[config.mk]
export PLATFORM = sky130hd
export DESIGN_NAME = vector_capture
export DESIGN_NICKNAME = d
export VERILOG_FILES = /design/src/rtl/capture_pkg.sv /design/src/rtl/capture_mem.sv /design/src/rtl/vector_capture.sv
export SDC_FILE = /design/constraint.sdc
export NUM_CORES = 1
export LEC_CHECK = 0
export ABC_AREA = 1
export CORE_MARGIN = 2
export CORE_UTILIZATION = 45
export CTS_BUF_LIST = sky130_fd_sc_hd__clkbuf_4 sky130_fd_sc_hd__clkbuf_8 sky130_fd_sc_hd__clkbuf_16
export DETAILED_ROUTE_END_ITERATION = 16
export GPL_ROUTABILITY_DRIVEN = 1
export PLACE_DENSITY_LB_ADDON = 0.25
export SLEW_MARGIN = 20
export SYNTH_ARGS = -nofsm -noshare
export SYNTH_HDL_FRONTEND = slang
export SYNTH_SLANG_ARGS = --single-unit
[constraint.sdc]
create_clock -name i_clk -period 2.97 [get_ports i_clk]
set_input_delay 0.4455 -clock i_clk [delete_from_list [all_inputs] [get_ports i_clk]]
set_output_delay 0.4455 -clock i_clk [all_outputs]
set_load 0.02 [all_outputs]
[src/rtl/capture_pkg.sv]
// Shared types and default sizing for the vector capture block.
package capture_pkg;

  typedef enum logic [1:0] {
    IDLE    = 2'd0,
    CAPTURE = 2'd1,
    HOLD    = 2'd2,
    DUMP    = 2'd3
  } state_t;

  localparam int DEF_DATA_W = 8;
  localparam int DEF_DEPTH  = 16;

endpackage

[src/rtl/capture_mem.sv]
// Capture storage: DEPTH x DATA_W registers, synchronous write, combinational read.
module capture_mem #(
  parameter int DATA_W = 8,
  parameter int DEPTH  = 16,
  parameter int AW     = $clog2(DEPTH)
) (
  input  logic              i_clk,
  input  logic              i_we,
  input  logic [AW-1:0]     i_waddr,
  input  logic [DATA_W-1:0] i_wdata,
  input  logic [AW-1:0]     i_raddr,
  output logic [DATA_W-1:0] o_rdata
);

  logic [DATA_W-1:0] mem [DEPTH];

  always_ff @(posedge i_clk) begin
    if (i_we) mem[i_waddr] <= i_wdata;
  end

  assign o_rdata = mem[i_raddr];

endmodule

[src/rtl/vector_capture.sv]
// Captures up to DEPTH sample vectors, then streams them out in capture order
// with a valid/ready handshake; contents survive a dump so it can be replayed.
module vector_capture
  import capture_pkg::*;
#(
  parameter int DATA_W = DEF_DATA_W,
  parameter int DEPTH  = DEF_DEPTH
) (
  input  logic                     i_clk,
  input  logic                     i_reset,
  input  logic                     i_arm,
  input  logic                     i_valid,
  input  logic [DATA_W-1:0]        i_data,
  input  logic                     i_dump,
  input  logic                     i_ready,
  output logic [DATA_W-1:0]        o_data,
  output logic                     o_valid,
  output logic [$clog2(DEPTH):0]   o_count,
  output logic                     o_full,
  output logic                     o_overflow,
  output logic                     o_done
);

  localparam int AW = $clog2(DEPTH);
  localparam int CW = AW + 1;
  localparam logic [CW-1:0] DEPTH_C = CW'(DEPTH);

  state_t            state, state_nxt;
  logic [CW-1:0]     count, count_nxt;
  logic [AW-1:0]     rd_ptr, rd_addr;
  logic [DATA_W-1:0] rd_data, first_data;
  logic              wr_en, restart, start_dump, advance, finish, set_ovf;

  capture_mem #(
    .DATA_W (DATA_W),
    .DEPTH  (DEPTH),
    .AW     (AW)
  ) u_mem (
    .i_clk   (i_clk),
    .i_we    (wr_en),
    .i_waddr (count[AW-1:0]),
    .i_wdata (i_data),
    .i_raddr (rd_addr),
    .o_rdata (rd_data)
  );

  always_ff @(posedge i_clk) begin
    if (!i_reset) state <= IDLE;
    else          state <= state_nxt;
  end

  always_comb begin
    state_nxt  = state;
    wr_en      = 1'b0;
    restart    = 1'b0;
    start_dump = 1'b0;
    advance    = 1'b0;
    finish     = 1'b0;
    set_ovf    = 1'b0;
    case (state)
      IDLE: begin
        if (i_arm) begin
          restart   = 1'b1;
          state_nxt = CAPTURE;
        end else if (i_dump) begin
          start_dump = 1'b1;
          state_nxt  = DUMP;
        end
      end
      CAPTURE: begin
        if (i_arm) begin
          restart   = 1'b1;
          state_nxt = CAPTURE;
        end else begin
          wr_en = i_valid;
          if (i_dump) begin
            start_dump = 1'b1;
            state_nxt  = DUMP;
          end else if (i_valid && count == DEPTH_C - CW'(1)) begin
            state_nxt = HOLD;
          end
        end
      end
      HOLD: begin
        if (i_arm) begin
          restart   = 1'b1;
          state_nxt = CAPTURE;
        end else begin
          set_ovf = i_valid;
          if (i_dump) begin
            start_dump = 1'b1;
            state_nxt  = DUMP;
          end
        end
      end
      DUMP: begin
        // o_valid low here means an empty dump: its done pulse already fired
        if (!o_valid) begin
          state_nxt = IDLE;
        end else if (i_ready) begin
          if (CW'(rd_ptr) + CW'(1) == count) begin
            finish    = 1'b1;
            state_nxt = IDLE;
          end else begin
            advance = 1'b1;
          end
        end
      end
      default: state_nxt = IDLE;
    endcase
  end

  assign count_nxt = count + CW'(wr_en);
  assign rd_addr   = start_dump ? '0 : rd_ptr + AW'(1);
  // A sample written on the dump entry edge into an empty store is entry 0 itself
  assign first_data = (wr_en && count == '0) ? i_data : rd_data;

  always_ff @(posedge i_clk) begin
    if (!i_reset) begin
      count      <= '0;
      rd_ptr     <= '0;
      o_overflow <= 1'b0;
      o_valid    <= 1'b0;
      o_done     <= 1'b0;
      o_data     <= '0;
    end else begin
      o_done <= 1'b0;
      if (restart)    count <= '0;
      else if (wr_en) count <= count_nxt;
      if (restart)      o_overflow <= 1'b0;
      else if (set_ovf) o_overflow <= 1'b1;
      if (start_dump) begin
        rd_ptr <= '0;
        if (count_nxt == '0) begin
          o_done <= 1'b1;
        end else begin
          o_valid <= 1'b1;
          o_data  <= first_data;
        end
      end
      if (advance) begin
        rd_ptr <= rd_ptr + AW'(1);
        o_data <= rd_data;
      end
      if (finish) begin
        o_valid <= 1'b0;
        o_done  <= 1'b1;
      end
    end
  end

  assign o_count = count;
  assign o_full  = (count == DEPTH_C);

endmodule

==> results of run 1 <==
-- routing by layer --
metal,vias to the layer above,global-route usage
met5,-,0
met4,0,0.0961
li1,2322,-
met2,199,0.336
met1,2264,0.284
met3,41,0.0411
-- kinds of logic (layout without fill, tap and decap cells) --
logic type	count (synthesis)	after routing	synth area share
and+or+nand+nor	315	315	0.218
DFF	150	150	0.649
xor gates and xnor gates	5	5	0.00663
adders and majority gates	3	3	0.00569
AOI/OAI and AO/OA	79	79	0.0663
buffers and inverters	85	153	0.0544
-- where the power goes --
part	switching, mW	internal, mW	total, mW
logic	0.159	0.0896	0.249
registers	0.0119	2.30	2.31
clock network	0.772	1.32	2.09
total	0.943	3.71	4.65
-- sequential cells by signal, summed over array words and instances (netlist names) --
| name | count |
|---|---|
| u_mem.mem | 128 |
| o_data | 8 |
| o_count | 5 |
| rd_ptr | 4 |
| state | 2 |
| o_done | 1 |
| o_overflow | 1 |
| o_valid | 1 |
-- layout by cell type, fill, tap and decap left out, types with 2 or more instances in the layout --
| master | count |
|---|---|
| nor2_2 | 2 |
| buf_4 | 31 |
| clkinv_2 | 5 |
| buf_12 | 2 |
| a21oi_1 | 21 |
| clkbuf_4 | 2 |
| o21ai_0 | 29 |
| clkdlybuf4s50_1 | 30 |
| nand4_1 | 4 |
| xor2_1 | 4 |
| bufinv_16 | 3 |
| nand2_1 | 85 |
| inv_1 | 51 |
| inv_2 | 5 |
| nand3_1 | 114 |
| nand2_2 | 8 |
| clkinv_1 | 6 |
| nor3_1 | 4 |
| o21ai_1 | 13 |
| nand3b_1 | 8 |
| clkbuf_16 | 17 |
| dfxtp_1 | 22 |
| nor2_1 | 84 |
| nor2_4 | 2 |
| edfxtp_1 | 128 |
| o21a_1 | 8 |
| ha_1 | 3 |
| o21bai_1 | 6 |
-- Yosys cell counts (2+ instances only) --
master | instances | area (um2)
edfxtp_1 | 128 | 3840
nand3_1 | 114 | 571
nand2_1 | 85 | 319
nor2_1 | 84 | 315
inv_1 | 51 | 191
o21ai_0 | 29 | 145
dfxtp_1 | 22 | 440
a21oi_1 | 21 | 105
buf_2 | 14 | 70.1
o21ai_1 | 13 | 65.1
nand2_2 | 8 | 50.1
nand3b_1 | 8 | 60.1
o21a_1 | 8 | 60.1
clkbuf_1 | 7 | 26.3
o21bai_1 | 6 | 45.0
inv_2 | 5 | 18.8
buf_4 | 4 | 30.0
nand4_1 | 4 | 25.0
nor3_1 | 4 | 20.0
xor2_1 | 4 | 35.0
ha_1 | 3 | 37.5
clkinv_1 | 2 | 7.51
nor2_2 | 2 | 12.5
nor2_4 | 2 | 22.5
-- worst paths after layout --
check	slack, ns	to	cells past startpoint	start
hold / removal	0.47	o_overflow	1	o_overflow
setup reg to reg	0.61	o_data[6]	12	state[1]
hold reg to reg	0.47	o_overflow	1	o_overflow
setup / recovery	0.48	o_full	4	o_count[2]
-- cell type report --
cell class                 count  area [um2]  share of cell area
clock buffer                  19         440              0.0562
tap                          184         230              0.0294
multi-input combinational    402        1960               0.250
inverter                      58         218              0.0278
clock inverter                13         138              0.0175
timing repair buffer          63         573              0.0731
sequential                   150        4280               0.546
-- metrics by stage --
step	total power [mW]	hold WS, ns
after CTS	4.68	0.474
after global routing	4.79	0.501
after detailed placement	2.60	0.461
after floorplan	2.48	0.466
final	4.65	0.466
after global placement	2.60	0.451
-- critical path, stage by stage, from the launching register on --
cell	delay [ns]
dfxtp_1	0.42
nor2_1	0.19
inv_1	0.13
nor3_1	0.24
clkdlybuf4s50_1	0.66
==> run metrics, run 1 <==
Worst EP arrival=2.04 ns; crit-path max FO=9; pin count of the biggest net entering global routing=61; met2 routed WL=7.69 mm; WL met1=6.88 mm; postcts setup bufs=0; share of layout cells above drive strength 1=0.115; Synthesized Nets=654; Post-synth EDFFs=128; mapped cell area=between 0.006 and 0.007 mm2; Yosys Warn Count=0; Final HPWL DP=10.5 mm; relative slew slack=0.526; via count=4826; Synth Flop Type=edfxtp_1; post-route insts no fill=around 890; Netlist cell types=33; dpl ws=~0.10 ns; highest routed layer=met4; total die area=around 0.016 mm2; grt total ovfl=0; fin worst setup slack=~0.48 ns; maxcap violations=0; first-pass GRT wire length=25.4 mm; Max Slew Vio Count=0; total routed wirelength=16.0 mm; Pwr Density=just under 600 mW/mm2; Mapped Cells=between 600 and 700; drt drc=0; VDD IR max=roughly 0.00055 V; Clock Path Buffers=2; Crit path required time=2.52 ns; Util after Layout=0.544; wire length per cell=18.0 um; # resized after CTS=0; Filler cells=1235; setup violators final=0; CTS tree=built; Die Y=between 100 and 150 um; Worst-Margin Slew=0.708 ns; hold crit path type=register to register; PortBufs=30; Final period util=0.838; Post-synth ARST share=0; I/O pins=31; initial antenna violation count=0; fmax=0.402 GHz; sequential share of the synthesized area=0.649; Final GP Congestion=~0.90; H-tree levels=4; RSZ-0062 raised after global routing=no; Design Area, Final=0.00784 mm2; drt pass-1 iters=5; dpl cells=857; Via density=roughly 5.4; total track usage=0.212; Core Region=0.0144 mm2; placed cell areas=0.00726 mm2; ANT cells=0; area delta synth->final=18.8%; Tmin final=2.49 ns; initial DRC count=around 670; Nets=slightly above 700; root buffer cell=clkbuf_16; Met3 Wirelength=959 um; status=finished, final reports clean; Worst Skew=0.00623 ns; CP Capture Type=output port; TritonCTS Buffers=17; WS Path Type=register to output port; startpoint types=register; clk slew on worst S/H paths=roughly 0.050 ns; Post-CTS Hold Fix Bufs=0; Leak Pwr=2.97 nW; Fin Setup TNS=0 ns; Fin. Hold Viols=0; clk_lat worst skew=0.41 ns; Yosys reg bits=150; chip width=125 um; Routed Antenna Nets=0; row count=44; syn avg cell area=a little over 10 um2; clock sinks=150; vias in the first global route=approximately 4800; Initial Util=0.458
Note: power is estimated with default switching activity, not from simulation.
==> run 2, diff against run 1 <==
clock period = 2.4 ns   (was 2.97 ns; I/O delays follow)
==> run 2 against run 1 <==
Net effect:
- sequential share of layout area fell by 0.84 points
- critical path depth up 8
- die area stayed put
- final cell count rose by 1.5%
- first-iteration DRC count is 26% lower
- flip-flop and latch count did not move
- via count grew 3.0%
- clock-buffer cell count grew 5
- global-route usage is 1.1 points higher
- highest routed layer unchanged
==> run metrics, run 2 (synthesized netlist as in run 1, its figures left out) <==
first-pass GRT wire length=26.4 mm (was 25.4 mm); VDD IR max=0.000633 V (was 0.000547 V); grt total ovfl=0 (unchanged); ANT cells=0 (unchanged); startpoint types=register (unchanged); critical path's largest stage delay=0.36 ns (was 0.66 ns); RSZ-0062 raised after global routing=no (unchanged); Fin Setup TNS=0 ns (unchanged); Core Region=0.0144 mm2 (unchanged); clk_lat worst skew=0.42 ns (was 0.41 ns); via count=4971 (was 4826); placed cell areas=0.00736 mm2 (was 0.00726 mm2); post-route insts no fill=902 (was 889); row count=44 (unchanged); Worst-Margin Slew=0.575 ns (was 0.708 ns); Max Slew Vio Count=0 (unchanged); chip width=125 um (unchanged); area delta synth->final=20.6% (was 18.8%); Most flops, register=u_mem.mem (unchanged); CP delay by family, top=simple AND/OR/NAND/NOR gates (was buffers and inverters); dpl cells=870 (was 857); Clock Path Buffers=2 (unchanged); Final GP Congestion=0.868 (was 0.898); max reg flops=128 (unchanged); total die area=0.0157 mm2 (unchanged); Worst Skew=0.00490 ns (was 0.00623 ns); PortBufs=30 (unchanged); hold crit path type=register to register (unchanged); Final period util=0.933; Pwr Density=733 mW/mm2 (was 593 mW/mm2); crit path cell chain=inv_1 > nand3_2 > clkinv_1 > ha_1 > ha_1 > xor2_1 > nor3_1 > nand3_1 > nand2_1 > nand2_2 > o21ai_0 > a21oi_1 (was nor2_1 > inv_1 > nor3_1 > clkdlybuf4s50_1); share of layout cells above drive strength 1=0.136 (was 0.115); CP Capture Type=register (was output port); CTS tree=built (unchanged); vias in the first global route=4886 (was 4794); Util after Layout=0.552 (was 0.544); I/O pins=31 (unchanged); Die Y=125 um (unchanged); root buffer cell=clkbuf_16 (unchanged); H-tree levels=4 (unchanged); Post-CTS Hold Fix Bufs=0 (unchanged); Most common cell on crit path=ha_1; most common cell after layout, fill and taps aside=edfxtp_1 (unchanged); Routed Antenna Nets=0 (unchanged); Fin. Hold Viols=0 (unchanged); status=finished, final reports clean (unchanged); initial DRC count=497 (was 673); Initial Util=0.458 (unchanged); worst r2r path cells=12 (unchanged); Nets=722 (was 709); setup violators final=0 (unchanged); clk slew on worst S/H paths=0.06 ns (was 0.05 ns); maxcap violations=0 (unchanged); Final HPWL DP=11.4 mm (was 10.5 mm); Leak Pwr=3.05 nW (was 2.97 nW); drt pass-1 iters=5 (unchanged); critical path depth=12 (was 4); relative slew slack=0.615 (was 0.526); WS Path Type=register to register (was register to output port); Filler cells=1257 (was 1235); initial antenna violation count=0 (unchanged); Crit path required time=2.71 ns (was 2.52 ns); Critical path buffers and inverters=2 (unchanged); TritonCTS Buffers=17 (unchanged); worst hold path depth=1 (unchanged); fmax=0.446 GHz; most frequent cells in the layout=edfxtp_1, nand3_1, nand2_1 (unchanged); pin count of the biggest net entering global routing=42 (was 61); Worst EP arrival=2.55 ns (was 2.04 ns); total track usage=0.223 (was 0.212); post-layout total power=5.84 mW (was 4.65 mW); CP max-delay cell=dfxtp_1 (was clkdlybuf4s50_1); Via density=5.51 (was 5.43); crit-path max FO=14 (was 9); Tmin final=2.24 ns; wire length per cell=18.8 um (was 18.0 um); total routed wirelength=16.9 mm (was 16.0 mm); clock sinks=150 (unchanged); drt drc=0 (unchanged); Design Area, Final=0.00797 mm2 (was 0.00784 mm2)
## run 2: layout make-up
| class | count | area [um2] | share of cell area |
|---|---|---|---|
| Clock buffer | 24 | 509 | 0.0639 |
| Clock inverter | 8 | 95.1 | 0.0119 |
| Inverter | 58 | 218 | 0.0273 |
| Multi-Input combinational cell | 402 | 1960 | 0.246 |
| Sequential cell | 150 | 4280 | 0.538 |
| Tap cell | 184 | 230 | 0.0289 |
| Timing Repair Buffer | 76 | 669 | 0.0840 |
## run 2: worst paths after layout
| path | from | to | slack (ns) |
|---|---|---|---|
| max reg2reg | state[1] | o_data[1] | 0.16 |
| min reg2reg | o_overflow | o_overflow | 0.46 |
| min | o_overflow | o_overflow | 0.46 |
| max | state[1] | o_data[1] | 0.16 |
## run 2: stage by stage
step	setup WS (ns)	hold slack, ns
finish	0.160	0.462
global route	0.00705	0.508
CTS	0.157	0.466
detailed placement	-0.237	0.453
global placement	-0.0944	0.451
floorplan	0.152	0.459
## run 2: where the power goes
group | total [mW] | switching, mW | leakage [nW] | internal [mW]
Combinational | 0.323 | 0.206 | 1.42 | 0.117
Clock | 2.65 | 0.973 | 0.299 | 1.68
Sequential | 2.86 | 0.0149 | 1.33 | 2.84
## run 2: metal layers
layer	share of wire	global-route usage
met1	0.42	0.294
met2	0.49	0.366
met4	0.024	0.0752
met5	0	0
met3	0.063	0.0513
## run 2: repair_timing
action,in CTS,in global routing
resized for setup,1,1
setup buffers,0,0
endpoints found under the setup margin,1,1
==> run 3, diff against run 2 <==
CORE_MARGIN = 8   (was 2)
SLEW_MARGIN = 5   (was 20)
TNS_END_PERCENT = 50   (was not set)
==> run 3 against run 2 <==
Net effect:
- maximum frequency is 0.51% lower
- critical path type is now primary input to register
- clock skew about the same
- largest power group unchanged
- non-clock buffer count increased by 2
- wire length about the same
- clock-buffer cell count shrank 5
==> run metrics, run 3 (synthesized netlist as in run 1, its figures left out) <==
status=finished, final reports clean (unchanged); area taken by flip-flops and latches=0.00428 mm2 (unchanged); chip width=137 um (was 125 um); maxcap violations=0 (unchanged); WS Path Type=primary input to register (was register to register); Hold WS=0.465 ns (was 0.462 ns); clk slew on worst S/H paths=0.06 ns (about the same); post-layout total power=5.80 mW (was 5.84 mW); most frequent cells in the layout=edfxtp_1, nand3_1, nand2_1 (unchanged); Most flops, register=u_mem.mem (unchanged); H-tree levels=4 (unchanged); via count=4908 (was 4971); worst hold path depth=1 (unchanged); setup violators final=0 (unchanged); most common cell after layout, fill and taps aside=edfxtp_1 (unchanged); # resized after CTS=0 (was 1); Worst EP arrival=2.56 ns (was 2.55 ns); fmax=0.444 GHz (was 0.446 GHz); share of layout cells above drive strength 1=0.133 (was 0.136); total track usage=0.188 (was 0.223); clk_lat worst skew=0.42 ns (about the same); pin count of the biggest net entering global routing=61 (was 42); Nets=724 (was 722); Routed Antenna Nets=0 (unchanged); Tmin final=2.25 ns (was 2.24 ns); Via density=5.43 (was 5.51); TritonCTS Buffers=17 (unchanged); Worst Skew=0.00479 ns (was 0.00490 ns); Final GP Congestion=0.862 (was 0.868); ANT cells=0 (unchanged); grt total ovfl=0 (unchanged); first-pass GRT wire length=26.2 mm (was 26.4 mm); Fin. Hold Viols=0 (unchanged); Core Region=0.0144 mm2 (unchanged); startpoint types=primary input (was register); RSZ-0062 raised after global routing=no (unchanged); Post-CTS Hold Fix Bufs=0 (unchanged); row count=44 (unchanged); Max Slew Vio Count=0 (unchanged); Worst-Margin Slew=0.480 ns (was 0.575 ns); total routed wirelength=17.0 mm (was 16.9 mm); Final HPWL DP=11.4 mm (about the same); hold crit path type=register to register (unchanged); initial DRC count=490 (was 497); root buffer cell=clkbuf_16 (unchanged); Pwr Density=726 mW/mm2 (was 733 mW/mm2); I/O pins=31 (unchanged); total die area=0.0188 mm2 (was 0.0157 mm2); Die Y=137 um (was 125 um); vias in the first global route=4783 (was 4886); relative slew slack=0.679 (was 0.615); postcts setup bufs=0 (unchanged); clock sinks=150 (unchanged); area delta synth->final=20.9% (was 20.6%); area of the multi-input gates=0.00196 mm2 (unchanged); VDD IR max=0.000815 V (was 0.000633 V); Final period util=0.938 (was 0.933); wire length per cell=18.8 um (about the same); CP Capture Type=register (unchanged); PortBufs=30 (unchanged); drt drc=0 (unchanged); Filler cells=1262 (was 1257); Initial Util=0.458 (unchanged); Clock Path Buffers=2 (unchanged); max reg flops=128 (unchanged); initial antenna violation count=0 (unchanged); Leak Pwr=3.08 nW (was 3.05 nW); Crit path required time=2.71 ns (about the same); drt pass-1 iters=5 (unchanged); crit-path max FO=14 (unchanged); worst r2r path cells=12 (unchanged); CTS tree=built (unchanged); Fin Setup TNS=0 ns (unchanged)
[run 3: per-layer routing]
metal / wire length, um / track usage / vias to the layer above
met2: 8060 / 0.295 / 166
met1: 7420 / 0.244 / 2358
met4: 370 / 0.0688 / 0
li1: - / - / 2348
met3: 1110 / 0.0485 / 36
met5: 0 / 0 / -
[run 3: metrics by stage]
stage	cells	area, um2	util	setup slack (ns)
finish	904	7980	0.553	0.149
global route	904	7980	0.553	0.0314
CTS	904	7980	0.553	0.00907
detailed placement	872	7400	0.513	-0.199
global placement	872	7400	0.513	-0.123
floorplan	637	6600	-	0.152
[run 3: worst paths after layout]
check | startpoint | endpoint | slack (ns)
worst min-delay path | o_overflow | o_overflow | 0.46
worst max register to register | state[1] | o_data[1] | 0.15
worst min register to register | o_overflow | o_overflow | 0.46
worst max-delay path | i_valid | o_data[1] | 0.15
[run 3: critical path, cell delays in order]
cell and delay (ns):
clkdlybuf4s50_1 0.42, inv_1 0.07, nor2_1 0.05, nand3_2 0.06
clkinv_1 0.08, ha_1 0.22, ha_1 0.22, xor2_1 0.16
nor3_1 0.23, nand3_1 0.10, nand2_1 0.12, nand2_2 0.17
o21ai_0 0.24, a21oi_1 0.06
[run 3: layout make-up]
type / count / area share
Timing Repair Buffer: 78 / 0.0893
Clock inverter: 13 / 0.0172
Sequential cell: 150 / 0.537
Multi-Input combinational cell: 402 / 0.245
Clock buffer: 19 / 0.0552
Tap cell: 184 / 0.0288
Inverter: 58 / 0.0273
[run 3: power by group]
group	internal (mW)	switching (mW)
clock	1.63	0.987
sequential	2.84	0.0158
combinational	0.119	0.201
